## config.mk

```make
export PLATFORM = sky130hd
export DESIGN_NAME = ai_move_sel_flat
export DESIGN_NICKNAME = d
export VERILOG_FILES = /design/src/rtl/pbs_pkg.sv /design/src/rtl/ai_move_sel_if.sv /design/src/rtl/pbs_lfsr8.sv /design/src/rtl/ai_move_sel.sv /design/src/flat_wrapper.sv
export SDC_FILE = /design/constraint.sdc
export NUM_CORES = 1
export LEC_CHECK = 0
export CAP_MARGIN = 20
export CORE_ASPECT_RATIO = 1.4
export CORE_MARGIN = 10
export CORE_UTILIZATION = 55
export CTS_BUF_LIST = sky130_fd_sc_hd__clkbuf_4 sky130_fd_sc_hd__clkbuf_8
export DETAILED_ROUTE_END_ITERATION = 10
export PLACE_DENSITY_LB_ADDON = 0.15
export SKIP_CTS_REPAIR_TIMING = 1
export SYNTH_ARGS = -nofsm -noshare
export SYNTH_HDL_FRONTEND = slang
export SYNTH_SLANG_ARGS = --single-unit
```

## constraint.sdc

```tcl
create_clock -name CLOCK_50 -period 2 [get_ports CLOCK_50]
set_input_delay 0.2 -clock CLOCK_50 [delete_from_list [all_inputs] [get_ports CLOCK_50]]
set_output_delay 0.2 -clock CLOCK_50 [all_outputs]
set_load 0.005 [all_outputs]
```

## src/rtl/pbs_pkg.sv

```systemverilog
// pbs_pkg -- shared definitions for the AI move selector.
//   state_t    : FSM state encoding (IDLE, THINK, PICK, ROLL, DONE)
//   MOVE_DMG   : damage per move index
//   MOVE_ACC   : accuracy per move index, out of 16
//   LFSR_TAPS  : Galois tap mask for x^8+x^6+x^5+x^4+1 (right-shifting form)
//   lfsr_next  : one LFSR step
package pbs_pkg;

  typedef enum logic [2:0] {
    ST_IDLE  = 3'd0,
    ST_THINK = 3'd1,
    ST_PICK  = 3'd2,
    ST_ROLL  = 3'd3,
    ST_DONE  = 3'd4
  } state_t;

  localparam int NUM_MOVES = 4;

  localparam logic [NUM_MOVES-1:0][4:0] MOVE_DMG = {5'd12, 5'd8, 5'd5, 5'd3};
  localparam logic [NUM_MOVES-1:0][3:0] MOVE_ACC = {4'd4, 4'd8, 4'd12, 4'd15};

  localparam logic [7:0] LFSR_TAPS = 8'hB8;

  // Right-shift Galois step; a nonzero state never maps to zero.
  function automatic logic [7:0] lfsr_next(input logic [7:0] s);
    return s[0] ? ((s >> 1) ^ LFSR_TAPS) : (s >> 1);
  endfunction

endpackage

```

## src/rtl/ai_move_sel_if.sv

```systemverilog
// ai_move_sel_if -- request/result bus between the battle control FSM and the
// AI move selector.
//   req, ack, p_hp            : driven by the control FSM (master)
//   valid, move, hit, dmg, busy : driven by the selector (slave)
interface ai_move_sel_if;
  logic       req;
  logic       ack;
  logic [4:0] p_hp;
  logic       valid;
  logic [1:0] move;
  logic       hit;
  logic [4:0] dmg;
  logic       busy;

  modport master (output req, ack, p_hp, input valid, move, hit, dmg, busy);
  modport slave  (input req, ack, p_hp, output valid, move, hit, dmg, busy);
endinterface

```

## src/rtl/pbs_lfsr8.sv

```systemverilog
// pbs_lfsr8 -- free-running 8-bit Galois LFSR, x^8+x^6+x^5+x^4+1.
//   clk     : clock, advances every rising edge
//   rst     : asynchronous active-high reset, loads SEED
//   o_state : current LFSR state
// SEED must be nonzero or the register sticks at zero.
module pbs_lfsr8
  import pbs_pkg::*;
#(
  parameter logic [7:0] SEED = 8'hA5
) (
  input  logic       clk,
  input  logic       rst,
  output logic [7:0] o_state
);

  logic [7:0] r_state;

  always_ff @(posedge clk or posedge rst) begin
    if (rst) r_state <= SEED;
    else     r_state <= lfsr_next(r_state);
  end

  assign o_state = r_state;

endmodule

```

## src/rtl/ai_move_sel.sv

```systemverilog
// ai_move_sel -- picks the AI trainer's move after a fixed "thinking" delay.
//   CLOCK_50 : system clock
//   rst      : asynchronous active-high reset
//   bus      : slave side of ai_move_sel_if
//              req rise starts a selection, valid/move/hit/dmg hold the
//              result until ack, busy is high outside IDLE.
// Flow: IDLE -> THINK (THINK_CYCLES cycles) -> PICK (kill rule or random
// move) -> ROLL (accuracy roll) -> DONE (wait for ack).
module ai_move_sel
  import pbs_pkg::*;
#(
  parameter int         THINK_CYCLES = 8,
  parameter logic [7:0] LFSR_SEED    = 8'hA5
) (
  input  logic          CLOCK_50,
  input  logic          rst,
  ai_move_sel_if.slave  bus
);

  state_t     r_state, w_state_nxt;
  logic [7:0] r_cnt, w_cnt_nxt;
  logic       r_req;
  logic       r_armed;
  logic [1:0] r_move;
  logic       r_hit;
  logic [4:0] r_dmg;

  logic [7:0] w_lfsr;
  logic [1:0] w_lfsr_unused;
  logic       w_req_rise;
  logic       w_kill;
  logic [1:0] w_kill_idx;
  logic       w_hit;

  pbs_lfsr8 #(.SEED(LFSR_SEED)) u_lfsr (
    .clk     (CLOCK_50),
    .rst     (rst),
    .o_state (w_lfsr)
  );

  assign w_lfsr_unused = w_lfsr[3:2];

  // r_armed stays low for the first edge after reset so that a req already
  // high at release is absorbed into r_req rather than seen as a rise.
  always_ff @(posedge CLOCK_50 or posedge rst) begin
    if (rst) begin
      r_req   <= 1'b0;
      r_armed <= 1'b0;
    end else begin
      r_req   <= bus.req;
      r_armed <= 1'b1;
    end
  end

  assign w_req_rise = r_armed & bus.req & ~r_req;

  always_ff @(posedge CLOCK_50 or posedge rst) begin
    if (rst) begin
      r_state <= ST_IDLE;
      r_cnt   <= 8'd0;
    end else begin
      r_state <= w_state_nxt;
      r_cnt   <= w_cnt_nxt;
    end
  end

  always_comb begin
    w_state_nxt = r_state;
    w_cnt_nxt   = r_cnt;
    case (r_state)
      ST_IDLE: if (w_req_rise) begin
        w_state_nxt = ST_THINK;
        w_cnt_nxt   = 8'(THINK_CYCLES - 1);
      end
      ST_THINK: if (r_cnt == 8'd0) w_state_nxt = ST_PICK;
                else               w_cnt_nxt   = r_cnt - 8'd1;
      ST_PICK:  w_state_nxt = ST_ROLL;
      ST_ROLL:  w_state_nxt = ST_DONE;
      ST_DONE:  if (bus.ack) w_state_nxt = ST_IDLE;
      default:  w_state_nxt = ST_IDLE;
    endcase
  end

  // Kill rule: scan high-to-low so the lowest qualifying index wins.
  always_comb begin
    w_kill     = 1'b0;
    w_kill_idx = 2'd0;
    for (int i = NUM_MOVES - 1; i >= 0; i--) begin
      if (MOVE_DMG[i] >= bus.p_hp) begin
        w_kill     = 1'b1;
        w_kill_idx = 2'(i);
      end
    end
  end

  assign w_hit = (w_lfsr[7:4] < MOVE_ACC[r_move]);

  always_ff @(posedge CLOCK_50 or posedge rst) begin
    if (rst) begin
      r_move <= 2'd0;
      r_hit  <= 1'b0;
      r_dmg  <= 5'd0;
    end else begin
      if (r_state == ST_PICK) r_move <= w_kill ? w_kill_idx : w_lfsr[1:0];
      if (r_state == ST_ROLL) begin
        r_hit <= w_hit;
        r_dmg <= w_hit ? MOVE_DMG[r_move] : 5'd0;
      end
    end
  end

  assign bus.valid = (r_state == ST_DONE);
  assign bus.busy  = (r_state != ST_IDLE);
  assign bus.move  = r_move;
  assign bus.hit   = r_hit;
  assign bus.dmg   = r_dmg;

endmodule
```

## src/flat_wrapper.sv

```systemverilog
// flat-port wrapper written by rule: the top's interface ports become plain ports
module ai_move_sel_flat import pbs_pkg::*;
#(
  parameter int         THINK_CYCLES = 8,
  parameter logic [7:0] LFSR_SEED    = 8'hA5
)
  (CLOCK_50, rst, bus_req, bus_ack, bus_p_hp, bus_valid, bus_move, bus_hit, bus_dmg, bus_busy);
  ai_move_sel_if bus_i ();
  input  logic CLOCK_50;
  input  logic rst;
  input wire logic [$bits(bus_i.req)-1:0] bus_req;
  input wire logic [$bits(bus_i.ack)-1:0] bus_ack;
  input wire logic [$bits(bus_i.p_hp)-1:0] bus_p_hp;
  output wire logic [$bits(bus_i.valid)-1:0] bus_valid;
  output wire logic [$bits(bus_i.move)-1:0] bus_move;
  output wire logic [$bits(bus_i.hit)-1:0] bus_hit;
  output wire logic [$bits(bus_i.dmg)-1:0] bus_dmg;
  output wire logic [$bits(bus_i.busy)-1:0] bus_busy;
  assign bus_i.req = bus_req;
  assign bus_i.ack = bus_ack;
  assign bus_i.p_hp = bus_p_hp;
  assign bus_valid = bus_i.valid;
  assign bus_move = bus_i.move;
  assign bus_hit = bus_i.hit;
  assign bus_dmg = bus_i.dmg;
  assign bus_busy = bus_i.busy;
  ai_move_sel #(.THINK_CYCLES(THINK_CYCLES), .LFSR_SEED(LFSR_SEED)) u_core (.CLOCK_50(CLOCK_50), .rst(rst), .bus(bus_i));
endmodule
```

==> flow_metrics.env, run 1 <==
export IMPL_status="finished clean"
export IMPL_synth_area_um2=1440
export IMPL_clkLatencyLatePin_ns=0.32
export IMPL_cts_sinks=28
export IMPL_fin_util_pct=69.7
export IMPL_drt_iter0_drc=45
export IMPL_hold_slack_ns=0.222
export IMPL_r2r_start="u_core.r_cnt[0]$_DFFE_PP0P_"
export IMPL_grt_usage_pct=12.0
export IMPL_die_h_um=80.4
export IMPL_finalNetCount=175
export IMPL_vias=1111
export IMPL_drc=0
export IMPL_yosys_top_cells_area="dfrtp_1 42%, dfstp_2 7.3%, ha_1 4.4%"
export IMPL_p_int_mw=1.35
export IMPL_hpwl_mm=2.28
export IMPL_reg2reg_depth=5
export IMPL_dieWidth_um=63.2
export IMPL_fill_cells=185
export IMPL_drt_antenna_violating_nets=0
export IMPL_crit_fanout=12
export IMPL_cp_arrival_ns=1.75
export IMPL_top_level_ports=19
export IMPL_synth_nets=155
export IMPL_ys_seq_area_share_pct=49.2
export IMPL_p_sw_share_pct=37.7
export IMPL_ys_ff_latch=28
export IMPL_powerDensity_nw_per_um2=1270
export IMPL_synth_distinct_cells=42
export IMPL_slew_violations=0
export IMPL_r2r_end="u_core.r_state[1]$_DFFE_PP0P_"
export IMPL_routed_via_density=5.73
export IMPL_dpl_cell_area_um2=1640
export IMPL_synth_largest_area_cell="dfrtp_1"
export IMPL_cts_max_path_buffers=2
export IMPL_place_congestion=0.874
export IMPL_setup_viol=0
export IMPL_crit_path_end_kind="output port"
export IMPL_period_share_pct=97.4
export IMPL_min_period_ns=1.95
export IMPL_synth_warnings=0
export IMPL_htreeDepth=1
export IMPL_io_buffers=17
export IMPL_design_die_area_um2=5080
export IMPL_leakage_nw=0.784
export IMPL_seq_power_share_pct=42.3
export IMPL_rows=21
export IMPL_crit_type="register to output port"
export IMPL_start_util_pct=58.7
export IMPL_final_area_um2=1700
export IMPL_syn_area_per_cell_um2=10.2
export IMPL_cts_made_buffers=3
export IMPL_regToRegSetupSlack_ns=0.15
export IMPL_coreArea_um2=2440
export IMPL_switchingPower_uw=817
export IMPL_combPwrFrac_pct=45.5
export IMPL_grt_antenna_before_repair=0
export IMPL_finalWirelength_mm=3.05
export IMPL_area_growth_pct=18.7
export IMPL_clk_pin_slew_ns=0.14
export IMPL_drive_above_1_share_pct=13.1
export IMPL_synthCells=141
export IMPL_grt_pass1_vias=1130
export IMPL_setup_tns_ns=0
export IMPL_hold_viol=0
export IMPL_wire_per_inst_um=15.7
export IMPL_ir_drop_uv=888
export IMPL_yosysTopAreaCellShare_pct=41.8
export IMPL_root_buffer="clkbuf_4"
export IMPL_grt_max_degree=29
export IMPL_cp_start_kind="register"
export IMPL_grt_pass1_wl_mm=5.00
export IMPL_grt_remaining_overflow=0
export IMPL_diodes=0
export IMPL_hp_class="primary input to async pin"
export IMPL_fmax_mhz=513
export IMPL_clkPwrFrac_pct=12.2
export IMPL_fin_skew_ns=0.00503
export IMPL_crit_required_ns=1.80
export IMPL_dr_pass1_iters=6
export IMPL_cts_tree="done"
export IMPL_cap_violations=0
[layout by cell type (no fill, tap or decap), types with 3 or more instances in the layout]
cell              n
dfrtp_1          22
clkdlybuf4s50_1  17
o21ai_0          10
nand2_1          10
inv_1             9
a21oi_1           8
mux2i_1           6
buf_4             6
nor2_1            5
ha_1              5
o41ai_1           4
dfstp_2           4
nand2b_1          3
o31ai_1           3
nor4b_1           3
a21o_1            3
xor2_1            3
clkbuf_4          3
[layer usage]
metal / up-vias / wire [µm] / global-route usage, %
met4: 0 / 31 / 4.61
li1: 545 / - / -
met1: 536 / 1180 / 11.7
met5: - / 0 / 0
met2: 26 / 1720 / 23.3
met3: 4 / 119 / 3.19
[cells by family (layout without fill, tap and decap cells)]
| logic type | count (synthesis) | in the layout | share of synthesized area (%) |
|---|---|---|---|
| simple gates | 44 | 44 | 18.5 |
| compound gates | 36 | 36 | 16.6 |
| flops | 28 | 28 | 49.2 |
| buf+inv | 17 | 36 | 4.88 |
| mux | 6 | 6 | 4.18 |
| fa+ha+maj | 5 | 5 | 4.36 |
| xor+xnor | 3 | 3 | 1.83 |
| other cells | 2 | 2 | 0.523 |
[per-stage QoR]
stage	instances	power (mW)	setup WS, ns
after floorplan	141	1.48	0.221
after global placement	188	1.81	0.197
after detailed placement	188	1.86	0.127
after CTS	192	2.13	-0.0574
after global routing	194	2.33	-0.0505
final	194	2.17	0.0518
[cell type report]
class / instances / area (µm²) / area share, %
repair buffers: 23 / 215 / 12.6
clock buffers: 4 / 36.3 / 2.13
well taps: 34 / 42.5 / 2.50
inverters: 9 / 33.8 / 1.98
flip-flops and latches: 28 / 708 / 41.6
multi-input cells: 96 / 667 / 39.2
[synthesized netlist by cell type, drive strengths merged]
master,count
nand3,2
a32oi,1
xor2,3
nor2,5
mux2i,6
and3b,1
nor3b,1
dfrtp,24
o311ai,2
or3,2
nor4,2
and2,1
dfstp,4
nor3,3
nand2,10
nor2b,1
a21o,3
nand3b,2
or3b,3
inv,9
o41ai,4
nand4b,1
a22oi,1
o31a,1
nor4b,3
buf,3
nand2b,3
or4,1
o211ai,1
nor4bb,1
or2,1
o2111ai,1
clkbuf,5
a211o,1
or4bb,1
a21oi,8
o31ai,3
o21ai,10
ha,5
conb,2
[critical path: stages, from the launching register on]
cell and delay [ns]:
dfrtp_1 0.54, nor3_2 0.27, inv_1 0.15, clkdlybuf4s50_1 0.48
[how the worst max path moves through the flow]
stage | end | slack (ns) | start
3_3_place_gp | u_core.r_state[1]$_DFFE_PP0P_ | 0.20 | u_core.r_cnt[0]$_DFFE_PP0P_
5_1_grt | bus_busy | -0.05 | u_core.r_state[2]$_DFFE_PP0P_
2_1_floorplan | u_core.r_state[1]$_DFFE_PP0P_ | 0.22 | u_core.r_cnt[0]$_DFFE_PP0P_
3_5_place_dp | u_core.r_state[1]$_DFFE_PP0P_ | 0.13 | u_core.r_cnt[0]$_DFFE_PP0P_
4_1_cts | bus_busy | -0.06 | u_core.r_state[0]$_DFFE_PP0P_
6_report | bus_busy | 0.05 | u_core.r_state[2]$_DFFE_PP0P_
[registers in the layout (all words and copies together), names as in the netlist]
signal and flops:
u_core.u_lfsr.o_state 8, u_core.r_state 3, u_core.r_req 1, u_core.r_cnt 8, u_core.r_armed 1, u_core.bus.dmg 4
u_core.bus.hit 1, u_core.bus.move 2
[power by group through the flow]
stage	clock network, mW	logic (mW)	registers, mW
after floorplan	0	0.637	0.848
after CTS	0.283	0.941	0.910
after detailed placement	0	0.934	0.925
after global routing	0.294	1.10	0.937
final	0.265	0.986	0.916
after global placement	0	0.905	0.909
(Power assumes the default switching activity.)
==> run 2, diff against run 1 <==
--- a/config.mk
+++ b/config.mk
@@ -7,8 +7,7 @@
 export LEC_CHECK = 0
 export CAP_MARGIN = 20
 export CORE_ASPECT_RATIO = 1.4
-export CORE_MARGIN = 10
-export CORE_UTILIZATION = 55
+export CORE_UTILIZATION = 45
 export CTS_BUF_LIST = sky130_fd_sc_hd__clkbuf_4 sky130_fd_sc_hd__clkbuf_8
 export DETAILED_ROUTE_END_ITERATION = 10
 export PLACE_DENSITY_LB_ADDON = 0.15
==> flow_metrics.env, run 2 (same netlist as run 1, synthesis figures left out) <==
export IMPL_status="finished clean"
export IMPL_layout_common_cells="24 x dfrtp_1, 17 x clkdlybuf4s50_1, 10 x o21ai_0, 10 x nand2_1, 9 x inv_1"
export IMPL_cts_sinks=28
export IMPL_routed_via_density=5.63
export IMPL_vias=1098
export IMPL_dr_pass1_iters=4
export IMPL_ir_drop_uv=643
export IMPL_powerDensity_nw_per_um2=1270
export IMPL_drt_antenna_violating_nets=0
export IMPL_design_die_area_um2=3420
export IMPL_final_common_cell="dfrtp_1"
export IMPL_hold_slack_ns=0.285
export IMPL_root_buffer="clkbuf_8"
export IMPL_clk_pin_slew_ns=0.09
export IMPL_crit_path_end_kind="register"
export IMPL_cts_tree="done"
export IMPL_drt_iter0_drc=27
export IMPL_finalPower_mw=2.17
export IMPL_grt_pass1_vias=1069
export IMPL_hold_viol=0
export IMPL_io_buffers=17
export IMPL_drc=0
export IMPL_wire_per_inst_um=14.8
export IMPL_cp_slowest_cell="or4_1"
export IMPL_cts_made_buffers=3
export IMPL_grt_max_degree=29
export IMPL_place_congestion=0.856
export IMPL_grt_antenna_before_repair=0
export IMPL_diodes=0
export IMPL_grt_remaining_overflow=0
export IMPL_dp_cells=191
export IMPL_crit_required_ns=2.20
export IMPL_clkLatencyLatePin_ns=0.27
export IMPL_top_level_ports=19
export IMPL_min_period_ns=1.89
export IMPL_cp_arrival_ns=2.09
export IMPL_path_cells="inv_1, ha_1, or3b_1, or4_1, a21oi_1"
export IMPL_cap_violations=0
export IMPL_grt_usage_pct=19.4
export IMPL_htreeDepth=1
export IMPL_finalWirelength_mm=2.89
export IMPL_fin_util_pct=58.1
export IMPL_area_growth_pct=18.7
export IMPL_fin_cells=195
export IMPL_crit_type="register to register"
export IMPL_hp_class="primary input to async pin"
export IMPL_cts_max_path_buffers=2
export IMPL_grt_pass1_wl_mm=4.87
export IMPL_die_h_um=68.8
export IMPL_drive_above_1_share_pct=10.8
export IMPL_cp_start_kind="register"
export IMPL_period_share_pct=94.6
export IMPL_coreArea_um2=2940
export IMPL_cpPeakStageDelay_ns=0.50
export IMPL_finalNetCount=173
export IMPL_fill_cells=271
export IMPL_leakage_nw=0.783
export IMPL_crit_fanout=8
export IMPL_fmax_mhz=528
export IMPL_start_util_pct=48.9
export IMPL_setup_viol=0
export IMPL_fin_skew_ns=0.00578
export IMPL_dieWidth_um=49.7
export IMPL_hpwl_mm=2.14
export IMPL_slew_violations=0
export IMPL_rows=23
[run 2: changes by cell type in the layout (fill, tap and decap cells not counted), sizes merged]
cell	change
buf	-2
[run 2: per-layer routing]
metal	global-route usage, %	vias up	share of wire, %
met5	0	-	0
met4	13.9	0	4.3
met3	2.41	13	2.8
met2	33.3	24	51
met1	22.5	521	42
li1	-	540	-
[run 2: where the power goes]
group | leakage, nW | switching, mW | internal [mW]
combinational | 0.409 | 0.467 | 0.478
clock | 0.0262 | 0.163 | 0.156
sequential | 0.348 | 0.185 | 0.723
[run 2: cell type report]
type | count | area (µm²) | share of cell area, %
Inverter | 9 | 33.8 | 1.98
Timing Repair Buffer | 21 | 200 | 11.7
Clock buffer | 4 | 48.8 | 2.86
Sequential cell | 28 | 706 | 41.4
Tap cell | 37 | 46.3 | 2.72
Multi-Input combinational cell | 96 | 669 | 39.3
[run 2: through the flow]
step | TNS, ns | setup WS [ns] | area (µm²)
after CTS | 0 | 0.0895 | 1690
final | 0 | 0.107 | 1700
after detailed placement | 0 | 0.107 | 1650
after global placement | 0 | 0.198 | 1650
after floorplan | 0 | 0.221 | 1440
after global routing | -0.00192 | -0.00192 | 1700
[run 2: critical path: cells and delay by family (launching register included)]
family,cells,cell delay [ns]
buffers and inverters,1,0.10
and+or+nand+nor,2,0.98
AOI/OAI and AO/OA,1,0.14
adders and majority gates,1,0.16
DFF,1,0.44
[run 2: path summary, 6_finish.rpt]
kind	cells after the start	to	slack (ns)	start
worst min register to register	0	u_core.u_lfsr.o_state[2]$_DFF_PP1_	0.36	u_core.u_lfsr.o_state[3]$_DFF_PP0_
worst max register to register	5	u_core.r_state[1]$_DFFE_PP0P_	0.11	u_core.r_cnt[0]$_DFFE_PP0P_
worst min-delay path	3	u_core.r_req$_DFF_PP0_	0.28	rst
min in group CLOCK_50	0	u_core.u_lfsr.o_state[2]$_DFF_PP1_	0.36	u_core.u_lfsr.o_state[3]$_DFF_PP0_
worst max-delay path	5	u_core.r_state[1]$_DFFE_PP0P_	0.11	u_core.r_cnt[0]$_DFFE_PP0P_
max in group asynchronous	3	u_core.u_lfsr.o_state[2]$_DFF_PP1_	1.40	rst
